[src/rtl/pos_eval_sweep.sv]
// Product-of-sums truth-table sweeper: evaluates the latched POS expression
// for every input combination in order and accumulates the truth table and
// the count of true minterms.
module pos_eval_sweep #(
  parameter int unsigned N = 3,
  parameter int unsigned M = 2
) (
  input  logic             clk,
  input  logic             reset,
  input  logic             start,
  input  logic             hold,
  input  logic [M*N-1:0]   lit_en,
  input  logic [M*N-1:0]   lit_neg,
  output logic             busy,
  output logic             valid,
  output logic [N-1:0]     vec,
  output logic             f,
  output logic             done,
  output logic [2**N-1:0]  tt,
  output logic [N:0]       ones
);

  localparam int unsigned VW = N;
  localparam int unsigned OW = N + 1;
  localparam int unsigned NV = 2 ** N;
  localparam int unsigned LW = M * N;

  typedef enum logic [1:0] {
    ST_IDLE,
    ST_SWEEP,
    ST_DONE
  } state_t;

  state_t          r_state;
  state_t          w_next;
  logic [LW-1:0]   r_en;
  logic [LW-1:0]   r_neg;
  logic [VW-1:0]   r_vec;
  logic [NV-1:0]   r_tt;
  logic [OW-1:0]   r_ones;
  logic [M-1:0]    w_clause;
  logic            w_f;
  logic            w_last;
  logic            w_adv;
  logic            w_accept;

  // Clause evaluation: an empty clause stays 0, so f collapses to 0.
  always_comb begin
    w_clause = '0;
    for (int j = 0; j < int'(M); j++) begin
      for (int i = 0; i < int'(N); i++) begin
        w_clause[j] = w_clause[j] | (r_en[j*N+i] & (r_vec[i] ^ r_neg[j*N+i]));
      end
    end
    w_f = &w_clause;
  end

  assign w_last   = (r_vec == {VW{1'b1}});
  assign w_accept = (r_state == ST_IDLE) && start;

  // Next-state logic; w_adv marks an evaluated (non-held) sweep cycle.
  always_comb begin
    w_next = r_state;
    w_adv  = 1'b0;
    case (r_state)
      ST_IDLE:  if (start) w_next = ST_SWEEP;
      ST_SWEEP: begin
        if (!hold) begin
          w_adv = 1'b1;
          if (w_last) w_next = ST_DONE;
        end
      end
      ST_DONE:  w_next = ST_IDLE;
      default:  w_next = ST_IDLE;
    endcase
  end

  // State register.
  always_ff @(posedge clk) begin
    if (reset) r_state <= ST_IDLE;
    else       r_state <= w_next;
  end

  // Mask latch, sweep counter and result accumulation; vec parks at the top value.
  always_ff @(posedge clk) begin
    if (reset) begin
      r_en   <= '0;
      r_neg  <= '0;
      r_vec  <= '0;
      r_tt   <= '0;
      r_ones <= '0;
    end else if (w_accept) begin
      r_en   <= lit_en;
      r_neg  <= lit_neg;
      r_vec  <= '0;
      r_tt   <= '0;
      r_ones <= '0;
    end else if (w_adv) begin
      r_tt[r_vec] <= w_f;
      r_ones      <= r_ones + OW'(w_f);
      if (!w_last) r_vec <= r_vec + VW'(1);
    end
  end

  assign busy  = (r_state == ST_SWEEP);
  assign valid = (r_state == ST_SWEEP) && !hold;
  assign done  = (r_state == ST_DONE);
  assign vec   = r_vec;
  assign f     = w_f;
  assign tt    = r_tt;
  assign ones  = r_ones;

endmodule

[config.mk]
export PLATFORM = sky130hd
export DESIGN_NAME = pos_eval_sweep
export DESIGN_NICKNAME = d
export VERILOG_FILES = /design/src/rtl/pos_eval_sweep.sv
export SDC_FILE = /design/constraint.sdc
export NUM_CORES = 1
export LEC_CHECK = 0
export BUFFER_PORTS_ARGS = -buffer_cell sky130_fd_sc_hd__buf_2
export CAP_MARGIN = 20
export CORE_ASPECT_RATIO = 1.25
export CORE_MARGIN = 8
export CORE_UTILIZATION = 35
export CTS_BUF_LIST = sky130_fd_sc_hd__clkbuf_8
export DETAILED_ROUTE_END_ITERATION = 16
export HOLD_SLACK_MARGIN = 0.03
export PLACE_DENSITY = 0.66
export SYNTH_ARGS = -nofsm -noshare
export SYNTH_HDL_FRONTEND = slang
export SYNTH_SLANG_ARGS = --single-unit
[constraint.sdc]
create_clock -name clk -period 2.1 [get_ports clk]
set_input_delay 0.42 -clock clk [delete_from_list [all_inputs] [get_ports clk]]
set_output_delay 0.42 -clock clk [all_outputs]
set_load 0.02 [all_outputs]
==> metrics.yaml <==
outcome:
  status: "complete, no violations"
yosys:
  ys_seq_area_frac: 0.458
  synth_flop_cell: "dfxtp_1"
  ys_warn_count: 0
  async_flop_share: 0
  synth_edf_count: 0
  synthMostInstantiatedCell: "nand2_1"
  synth_common_cells: "nand2_1, dfxtp_1, a21oi_1, nor2_1"
  syn-cell-area_sq_um: 1270
  yosys.area.top_type: "dfxtp_1"
  syn_nets: 170
  synth_seq_cells: 29
  synth_area_leaders: "dfxtp_1, nand2_1, a21oi_1, xor2_1, ha_1"
  yosysUniqueCellTypes: 23
  syn_inst: 150
  synth_top_area_frac: 0.458
  synth_area_per_cell_sq_um: 8.44
power_and_ir_drop:
  worst_ir_drop_vdd_mv: 0.482
  p_total_mw: 1.18
  powerDensity_nw_per_um2: 728
  p_leak_nw: 0.709
critical_path:
  required_ns: 1.68
  timing.rr.start: "vec[0]"
  worstReg2RegEnd: "ones[2]"
  critPathKind: "reg2out"
  path_max_fanout: 10
  start_kind: "flip-flop"
  rr_worst_depth: 9
  r2r_setup_slack_ns: 0.26
  critPathArrivalTime_ns: 1.55
  slowest_stage: "dfxtp_2"
  crit_family: "flip-flops"
  max_stage_delay_ns: 0.45
  crit_chain: "xor2_1 > a222oi_1 > buf_4 > nor2_2 > buf_2"
  critPathLaunch: "vec[0]"
  cp-end-kind: "output pin"
  worst-path-buf-inv: 2
global_routing:
  antenna_found_initial: 0
  grt_max_degree: 16
  grt_overflow: 0
  grt_pass1_vias: 1164
  grt_use_total: 0.107
  grt_first_pass_wirelength_um: 5220
placement:
  post-dp-hpwl_um: 2230
  gp_congestion: 0.722
  placed_area_sq_um: 1520
  port_buffers: 34
floorplanning:
  pin_count: 35
  die_h_um: 83.2
  core_area_sq_um: 3480
  start_util: 0.364
  dieArea_sq_um: 5810
  core.rowCount: 24
  fp.dieW_um: 69.8
drt:
  drc_errors: 0
  finalWirelength_um: 2900
  via_per_inst: 4.94
  drt-initial-drc-count: 80
  dr.pass1.iters: 4
  vias: 1140
  wl_per_cell_um: 12.5
  ant_nets: 0
sta:
  tightest_slew_ns: 0.577
  clock_skew_ns: 0.00559
  hold_viol_final: 0
  slew_violations: 0
  finalCritPeriodShare: 0.936
  slew-limit-headroom: 0.616
  fmax_ghz: 0.509
  setup_tns_ns: 0
  fin_crit_ns: 1.97
  holdWs_ns: 0.376
  setup_viol: 0
  rsz0062_at_grt: "no"
clock_tree:
  clk_pin_slew_worst_paths_ns: 0.06
  cts_buffers: 5
  clk_latency_ns: 0.28
  clk_path_buf_depth: 2
  cts_tree: "yes"
  clockRootBuffer: "clkbuf_8"
  cts_hold_buf: 0
  htreeDepth: 2
  clock_sinks: 29
worst_hold_path:
  worstHoldStart: "lit_neg[5]"
  hold_end: "r_neg[5]"
  whs_path_depth: 3
  hp-class: "in2reg"
final_layout:
  final_nets: 211
  diodes: 0
  area_delta_synth_final_pct: 28.4
  num-fill-cells: 370
  final-seq-area_sq_um: 587
  drive_gt1_frac: 0.302
  stdcell_area_sq_um: 1630
  multi_input_area_sq_um: 654
run:
  max-cap-violations: 0
==> report_power, final <==
group / total (mW) / leakage [nW] / switching [mW] / internal [mW]
clock network: 0.497 / 0.0542 / 0.202 / 0.295
logic: 0.105 / 0.417 / 0.0583 / 0.0469
registers: 0.581 / 0.238 / 0.0145 / 0.566
total: 1.18 / 0.709 / 0.274 / 0.908
==> flip-flops by register name, summed over array words and instances (netlist names) <==
register / count
ones: 4
r_en: 6
r_neg: 6
r_state: 2
tt: 8
vec: 3
==> placed cells by master (no fill, tap or decap), types with 2 or more instances in the layout <==
| cell type | n |
|---|---|
| nor3b_1 | 3 |
| dfxtp_1 | 26 |
| a222oi_1 | 2 |
| nor2_1 | 9 |
| dfxtp_2 | 2 |
| mux2i_1 | 4 |
| nand3_1 | 4 |
| nor2b_1 | 3 |
| or3_1 | 8 |
| xor2_1 | 8 |
| buf_2 | 34 |
| ha_1 | 2 |
| clkbuf_8 | 7 |
| buf_4 | 8 |
| nand2_1 | 36 |
| nand4_1 | 2 |
| a21oi_1 | 21 |
==> worst reg2reg max path: cells and delay by family (launching register included) <==
kind	cells	cell delay [ns]
XOR/XNOR	2	0.24
buffers and inverters	1	0.17
AO/OA/AOI/OAI	1	0.34
AND/OR/NAND/NOR	3	0.15
flip-flops	1	0.45
adder cells (fa/ha/maj)	2	0.36
==> how the worst max path moves through the flow <==
stage	to	slack, ns	cells after the start
final	f	0.13	5
after global routing	f	0.008	5
after CTS	f	0.12	4
after detailed placement	ones[2]	0.28	8
after global placement	ones[2]	0.34	8
after floorplan	ones[2]	-0.09	9
==> per-layer routing <==
layer,vias to the layer above,GRT usage,share of wire
li1,586,-,-
met1,509,0.124,0.46
met2,40,0.164,0.44
met3,5,0.0464,0.084
met4,0,0.0495,0.018
met5,-,0,0
==> area by class of cell <==
class                      count  share of cell area
multi-input combinational    112               0.403
sequential                    29               0.361
timing repair buffer          42               0.142
clock buffer                   7              0.0593
tap                           39              0.0300
clock inverter                 1             0.00308
inverter                       1             0.00231
==> timing repair <==
action	in CTS	in global routing
buffers inserted	0	1
gates resized for setup	0	0
endpoints found under the setup margin	0	1
==> stage by stage <==
stage / utilization / std cells / worst slack (ns)
4_1_cts: 0.464 / 230 / 0.117
2_1_floorplan: - / 150 / -0.0934
5_1_grt: 0.467 / 231 / 0.00769
3_3_place_gp: 0.435 / 222 / 0.338
3_5_place_dp: 0.435 / 222 / 0.276
6_report: 0.467 / 231 / 0.134
==> cell families after synthesis <==
family                   Yosys count  synth area share
adder cells (fa/ha/maj)            4            0.0395
buffers and inverters              9            0.0405
AO/OA/AOI/OAI                     24             0.103
AND/OR/NAND/NOR                   71             0.265
XOR/XNOR                           9            0.0623
flip-flops                        29             0.459
multiplexers                       4            0.0316
(Power assumes the default switching activity.)
